==> src/rtl/iob_pkg.sv <==
// Shared types and constants for the I/O-bus master: FSM state encoding,
// timeout default and 6800 E-clock timing.
package iob_pkg;

    typedef enum logic [2:0] {
        StIdle = 3'd0,
        StAsrt = 3'd1,
        StWait = 3'd2,
        StTerm = 3'd3,
        StRecv = 3'd4
    } iob_state_e;

    localparam int unsigned IOB_TIMEOUT_DEF = 255;
    localparam int unsigned IOB_TO_W        = 8;

    // E clock: low phases 0..5, high phases 6..9
    localparam int unsigned E_PERIOD   = 10;
    localparam int unsigned E_HIGH_CYC = 4;
    localparam int unsigned E_LOW_CYC  = E_PERIOD - E_HIGH_CYC;
    localparam int unsigned E_PH_W     = 4;
    localparam int unsigned E_VMA_PH   = 3;

endpackage

==> src/rtl/iob_eclk.sv <==
// 6800-style E clock divider; PH is the running phase count (low phases first).
import iob_pkg::*;

module iob_eclk (
    input  logic              CLK,
    input  logic              RST,
    output logic              E,
    output logic [E_PH_W-1:0] PH
);

    logic [E_PH_W-1:0] ph_q, ph_d;

    always_comb begin
        ph_d = ph_q + E_PH_W'(1);
        if (ph_q == E_PH_W'(E_PERIOD - 1)) begin
            ph_d = '0;
        end
    end

    always_ff @(posedge CLK) begin
        if (RST) begin
            ph_q <= '0;
        end else begin
            ph_q <= ph_d;
        end
    end

    assign PH = ph_q;
    assign E  = (ph_q >= E_PH_W'(E_LOW_CYC));

endmodule

==> src/rtl/iob_master.sv <==
// I/O-bus cycle master: drives 68000-style strobes for one bridge request at a time.
// Optional VPA/E-clock path is built only when IOBM_VPA_EN is defined.
import iob_pkg::*;

module iob_master #(
    parameter int unsigned TIMEOUT_CYC = IOB_TIMEOUT_DEF
) (
    input  logic CLK,
    input  logic RST,
    input  logic IOREQ,
    input  logic IORW,
    input  logic IOL0,
    input  logic IOU0,
    input  logic nDTACK,
    input  logic nBERR,
    input  logic nVPA,
    output logic nAS,
    output logic nLDS,
    output logic nUDS,
    output logic nR_W,
    output logic IOACT,
    output logic IODONE,
    output logic nBERR_IOB,
    output logic nDoutOE,
    output logic E,
    output logic nVMA
);

    localparam logic [IOB_TO_W-1:0] TO_VAL = IOB_TO_W'(TIMEOUT_CYC);

    iob_state_e state_q, state_d;

    logic [1:0] dtack_sync_q, berr_sync_q, vpa_sync_q;
    logic       dtack_s, berr_s, vpa_s;

    logic rw_q, rw_d;
    logic l0_q, l0_d;
    logic u0_q, u0_d;
    logic berr_iob_q, berr_iob_d;

    logic [IOB_TO_W-1:0] cnt_q, cnt_d, cnt_inc;
    logic                timeout_hit;

    // Two-flop synchronizers, idle (high) out of reset
    always_ff @(posedge CLK) begin
        if (RST) begin
            dtack_sync_q <= 2'b11;
            berr_sync_q  <= 2'b11;
            vpa_sync_q   <= 2'b11;
        end else begin
            dtack_sync_q <= {dtack_sync_q[0], nDTACK};
            berr_sync_q  <= {berr_sync_q[0], nBERR};
            vpa_sync_q   <= {vpa_sync_q[0], nVPA};
        end
    end

    assign dtack_s = dtack_sync_q[1];
    assign berr_s  = berr_sync_q[1];
    assign vpa_s   = vpa_sync_q[1];

    // The count includes the current WAIT cycle, so exit happens on the
    // TIMEOUT_CYC-th WAIT cycle.
    always_comb begin
        cnt_inc = cnt_q;
        if (cnt_q != TO_VAL) begin
            cnt_inc = cnt_q + IOB_TO_W'(1);
        end
        timeout_hit = (cnt_inc == TO_VAL);
    end

`ifdef IOBM_VPA_EN
    localparam logic [E_PH_W-1:0] PH_VMA_PRE  = E_PH_W'(E_VMA_PH - 1);
    localparam logic [E_PH_W-1:0] PH_TERM_PRE = E_PH_W'(E_PERIOD - 2);

    logic [E_PH_W-1:0] e_ph;
    logic              vpa_q, vpa_d;
    logic              nvma_q, nvma_d;

    iob_eclk u_eclk (
        .CLK (CLK),
        .RST (RST),
        .E   (E),
        .PH  (e_ph)
    );

    assign nVMA = nvma_q;
`else
    logic unused_vpa;
    assign unused_vpa = vpa_s;
    assign E          = 1'b0;
    assign nVMA       = 1'b1;
`endif

    always_comb begin
        state_d    = state_q;
        rw_d       = rw_q;
        l0_d       = l0_q;
        u0_d       = u0_q;
        berr_iob_d = berr_iob_q;
        cnt_d      = cnt_q;
`ifdef IOBM_VPA_EN
        vpa_d      = vpa_q;
        nvma_d     = nvma_q;
`endif
        unique case (state_q)
            StIdle: begin
                if (IOREQ) begin
                    state_d    = StAsrt;
                    rw_d       = IORW;
                    l0_d       = IOL0;
                    u0_d       = IOU0;
                    berr_iob_d = 1'b1;
                end
            end
            StAsrt: begin
                cnt_d   = '0;
                state_d = StWait;
            end
            StWait: begin
                cnt_d = cnt_inc;
                if (!berr_s) begin
                    berr_iob_d = 1'b0;
                    state_d    = StTerm;
                end else if (!dtack_s) begin
                    state_d = StTerm;
                end else if (timeout_hit) begin
                    berr_iob_d = 1'b0;
                    state_d    = StTerm;
                end
`ifdef IOBM_VPA_EN
                else if (!vpa_s || vpa_q) begin
                    // VMA lands on E low phase 3; TERM occupies the last E-high cycle
                    vpa_d = 1'b1;
                    if (nvma_q && e_ph == PH_VMA_PRE) begin
                        nvma_d = 1'b0;
                    end else if (!nvma_q && e_ph == PH_TERM_PRE) begin
                        state_d = StTerm;
                    end
                end
`endif
            end
            StTerm: begin
                state_d = StRecv;
`ifdef IOBM_VPA_EN
                nvma_d  = 1'b1;
                vpa_d   = 1'b0;
`endif
            end
            StRecv: begin
                state_d = StIdle;
            end
            default: begin
                state_d = StIdle;
            end
        endcase
    end

    always_ff @(posedge CLK) begin
        if (RST) begin
            state_q    <= StIdle;
            rw_q       <= 1'b1;
            l0_q       <= 1'b0;
            u0_q       <= 1'b0;
            berr_iob_q <= 1'b1;
            cnt_q      <= '0;
`ifdef IOBM_VPA_EN
            vpa_q      <= 1'b0;
            nvma_q     <= 1'b1;
`endif
        end else begin
            state_q    <= state_d;
            rw_q       <= rw_d;
            l0_q       <= l0_d;
            u0_q       <= u0_d;
            berr_iob_q <= berr_iob_d;
            cnt_q      <= cnt_d;
`ifdef IOBM_VPA_EN
            vpa_q      <= vpa_d;
            nvma_q     <= nvma_d;
`endif
        end
    end

    // Outputs decode purely from registered state, so they are glitch-free
    always_comb begin
        nAS     = 1'b1;
        nLDS    = 1'b1;
        nUDS    = 1'b1;
        nR_W    = 1'b1;
        nDoutOE = 1'b1;
        IOACT   = 1'b0;
        IODONE  = 1'b0;
        unique case (state_q)
            StAsrt: begin
                nAS   = 1'b0;
                IOACT = 1'b1;
                nR_W  = rw_q;
                if (rw_q) begin
                    nLDS = ~l0_q;
                    nUDS = ~u0_q;
                end else begin
                    nDoutOE = 1'b0;
                end
            end
            StWait, StTerm: begin
                nAS     = 1'b0;
                IOACT   = 1'b1;
                nR_W    = rw_q;
                nLDS    = ~l0_q;
                nUDS    = ~u0_q;
                nDoutOE = rw_q;
                IODONE  = (state_q == StTerm);
            end
            default: begin
            end
        endcase
    end

    assign nBERR_IOB = berr_iob_q;

endmodule

==> config.mk <==
export PLATFORM = sky130hd
export DESIGN_NAME = iob_master
export DESIGN_NICKNAME = d
export VERILOG_FILES = /design/src/rtl/iob_pkg.sv /design/src/rtl/iob_eclk.sv /design/src/rtl/iob_master.sv
export SDC_FILE = /design/constraint.sdc
export NUM_CORES = 1
export LEC_CHECK = 0
export ABC_AREA = 1
export ABC_CLOCK_PERIOD_IN_PS = 2600
export BUFFER_PORTS_ARGS = -buffer_cell sky130_fd_sc_hd__buf_4
export CAP_MARGIN = 20
export CORE_MARGIN = 1
export CORE_UTILIZATION = 50
export DETAILED_ROUTE_END_ITERATION = 10
export HOLD_SLACK_MARGIN = 0.03
export PLACE_DENSITY_LB_ADDON = 0.25
export SETUP_SLACK_MARGIN = 0.2
export SYNTH_ARGS = -nofsm -noshare
export SYNTH_HDL_FRONTEND = slang
export SYNTH_SLANG_ARGS = --single-unit
==> constraint.sdc <==
create_clock -name CLK -period 2.6 [get_ports CLK]
set_clock_uncertainty 0.1 [all_clocks]
set_input_delay 0.52 -clock CLK [delete_from_list [all_inputs] [get_ports CLK]]
set_output_delay 0.52 -clock CLK [all_outputs]
set_load 0.02 [all_outputs]
==> results.json <==
{
  "status": "finished clean",
  "htree_levels": 1,
  "cp_data_required_time_ns": 1.98,
  "cts_buffers": 3,
  "viasPerCell": 4.948,
  "die_x_um": 46.86,
  "clk_pin_slew_worst_paths_ns": 0.10,
  "antenna_found_initial": 0,
  "die_area_sq_um": 2195,
  "finalWirelength_mm": 1.891,
  "syn_to_final_growth_pct": 15.80,
  "dp_hpwl_mm": 1.475,
  "rows": 15,
  "cts_root_buffer": "clkbuf_4",
  "wl_per_cell_um": 9.747,
  "leakagePower_nw": 0.5351,
  "antenna_cells": 0,
  "grt_start_max_net_pins": 18,
  "stdcell_area_sq_um": 1165,
  "top_usage_layer": "met2",
  "slew_viol_final": 0,
  "critPathMaxFanout": 5,
  "crit_arrival_ns": 1.61,
  "critical_path_class": "flop to output port",
  "grt_pass1_vias": 823,
  "grt_usage_pct": 19.60,
  "cts_buffer_depth": 2,
  "met1_usage_pct": 24.47,
  "pin_count": 19,
  "fillers": 182,
  "critPathCaptureType": "output port",
  "post-route-min-period_ns": 2.234,
  "drt_pre_antenna_iters": 4,
  "start_kind": "flop",
  "grt-ovfl-total": 0,
  "p_int_w": 0.0004362,
  "power_density_nw_per_um2": 555.0,
  "final_util_pct": 64.65,
  "clk_latency_ns": 0.29,
  "power_frac_clock_pct": 22.2,
  "cap_violations": 0,
  "p_switching_w": 0.0002103,
  "synth_cells": 154,
  "vias": 960,
  "grt.met2_usage_pct": 33.61,
  "drc_errors": 0,
  "hold_violations": 0,
  "postRouteAntennaNets": 0,
  "yosysUniqueCellTypes": 25,
  "grtUsageMet3_pct": 3.846,
  "cts_tree": "yes",
  "synth-seq-cells": 19,
  "ys_warn_count": 0,
  "start_util_pct": 55.83,
  "die_y_um": 46.86,
  "io_buffer_count": 15,
  "drt_iter0_markers": 15,
  "layout.nets": 180,
  "hp-class": "input port to flop",
  "final.period_utilization_pct": 85.93,
  "p_comb_share_pct": 27.6,
  "place_area_sq_um": 1119,
  "swShare_pct": 32.53,
  "avgSynthCellArea_sq_um": 6.532,
  "rsz0062_at_grt": "false",
  "core_area_sq_um": 1802,
  "p_seq_share_pct": 50.1,
  "syn_area_sq_um": 1006,
  "r2r_cells": 12,
  "drive_gt1_share_pct": 19.53,
  "setup_tns_ns": 0,
  "gp_congestion": 0.7658,
  "postCtsHoldBufs": 0,
  "max_freq_mhz": 447.6,
  "syn_nets": 164,
  "hold_depth": 2,
  "max-vdd-ir-drop_mv": 0.3989,
  "setup_violations": 0,
  "ys_seq_area_share_pct": 37.81,
  "grt_pass1_wl_mm": 3.125,
  "cts.sinks": 19
}
-- through the flow --
stage / hold WS, ns / setup WS [ns] / power, W / std cells
after floorplan: 0.2895 / 0.2274 / 0.0004466 / 154
after global placement: 0.2911 / 0.6911 / 0.0004954 / 188
after detailed placement: 0.2933 / 0.6786 / 0.0005002 / 188
after CTS: 0.2976 / 0.3347 / 0.0006413 / 192
after global routing: 0.2969 / 0.2221 / 0.0006838 / 194
final: 0.3010 / 0.3659 / 0.0006465 / 194
-- registers in the layout (all words and copies together), names as in the netlist --
name and flops:
cnt_q 8, rw_q 1, l0_q 1, u0_q 1
berr_sync_q 2, dtack_sync_q 2, nBERR_IOB 1, state_q 3
-- synth_stat cells --
master	n	area [sq um]
clkbuf_1	1	3.750
nor3_1	2	10.01
nor2_4	1	11.26
nor3_2	1	10.01
conb_1	2	7.510
nand3_1	14	70.07
inv_2	1	3.750
nand4_1	2	12.51
a21oi_1	10	50.05
nand2_4	1	11.26
ha_1	1	12.51
inv_1	15	56.30
nand2_1	56	210.2
buf_4	3	22.52
o211ai_1	1	7.510
or2_2	5	31.28
nor4_1	2	12.51
xnor2_1	1	8.760
buf_2	2	10.01
o21ai_0	1	5.000
nand2_2	1	6.260
clkinv_1	1	3.750
dfxtp_1	19	380.4
nor2_1	9	33.78
o21bai_1	2	15.01
-- layout by cell type (no fill, tap or decap), drive strengths merged, types with 2 or more instances in the layout --
master | Yosys | routed
nand2 | 58 | 58
nand4 | 2 | 2
buf | 5 | 17
or2 | 5 | 5
clkbuf | 1 | 3
conb | 2 | 2
dfxtp | 19 | 19
nor4 | 2 | 2
a21oi | 10 | 10
o21bai | 2 | 2
clkinv | 1 | 2
nand3 | 14 | 14
nor2 | 10 | 10
inv | 16 | 15
nor3 | 3 | 3
-- worst paths after layout --
check / slack, ns / start / to
min reg2reg: 0.32 / dtack_sync_q[0] / dtack_sync_q[1]
max reg2reg: 0.82 / cnt_q[0] / nBERR_IOB
max: 0.37 / state_q[2] / nR_W
min: 0.30 / nBERR / berr_sync_q[0]
-- worst max-delay path, cell delays in order (launching register included) --
cell and delay (ns):
dfxtp_1 0.42, nor2_1 0.10, nand2_1 0.12, clkinvlp_4 0.14, nor3_2 0.22, inv_1 0.10, nand2_1 0.09, buf_4 0.14
-- metal layers --
layer | vias up | wire, um
met5 | - | 0
met3 | 4 | 50
li1 | 511 | -
met4 | 0 | 28
met1 | 431 | 904
met2 | 14 | 907
-- cell families after synthesis --
kind of cell	count (synthesis)	share of synthesized area, %
adders and majority gates	1	1.244
buffers and inverters	23	9.949
AOI/OAI and AO/OA	14	7.711
xor gates and xnor gates	1	0.8708
other	2	0.7465
and+or+nand+nor	94	41.67
DFF	19	37.81
-- power groups by stage --
stage                     clock, W  sequential (W)  combinational, W
after detailed placement         0        0.000330          0.000170
after CTS                 0.000147        0.000324          0.000171
after global routing      0.000158        0.000326          0.000199
after global placement           0        0.000329          0.000166
after floorplan                  0        0.000331          0.000116
final                     0.000144        0.000324          0.000179
-- layout make-up --
| cell class | instances | area (sq um) | area share, % |
|---|---|---|---|
| Sequential cell | 19 | 380.4 | 32.65 |
| Clock buffer | 3 | 22.52 | 1.933 |
| Tap cell | 25 | 31.28 | 2.685 |
| Multi-Input combinational cell | 112 | 530.5 | 45.54 |
| Clock inverter | 1 | 5.005 | 0.4296 |
| Inverter | 17 | 67.56 | 5.800 |
| Timing Repair Buffer | 17 | 127.6 | 10.96 |
-- what timing repair did --
item / 4_1_cts / 5_1_grt
resized for setup: 0 / 1
setup buffers: 0 / 2
setup endpoints to repair: 0 / 4
hold endpoints to repair: 0 / 0
Power figures use the tool's default switching activity.
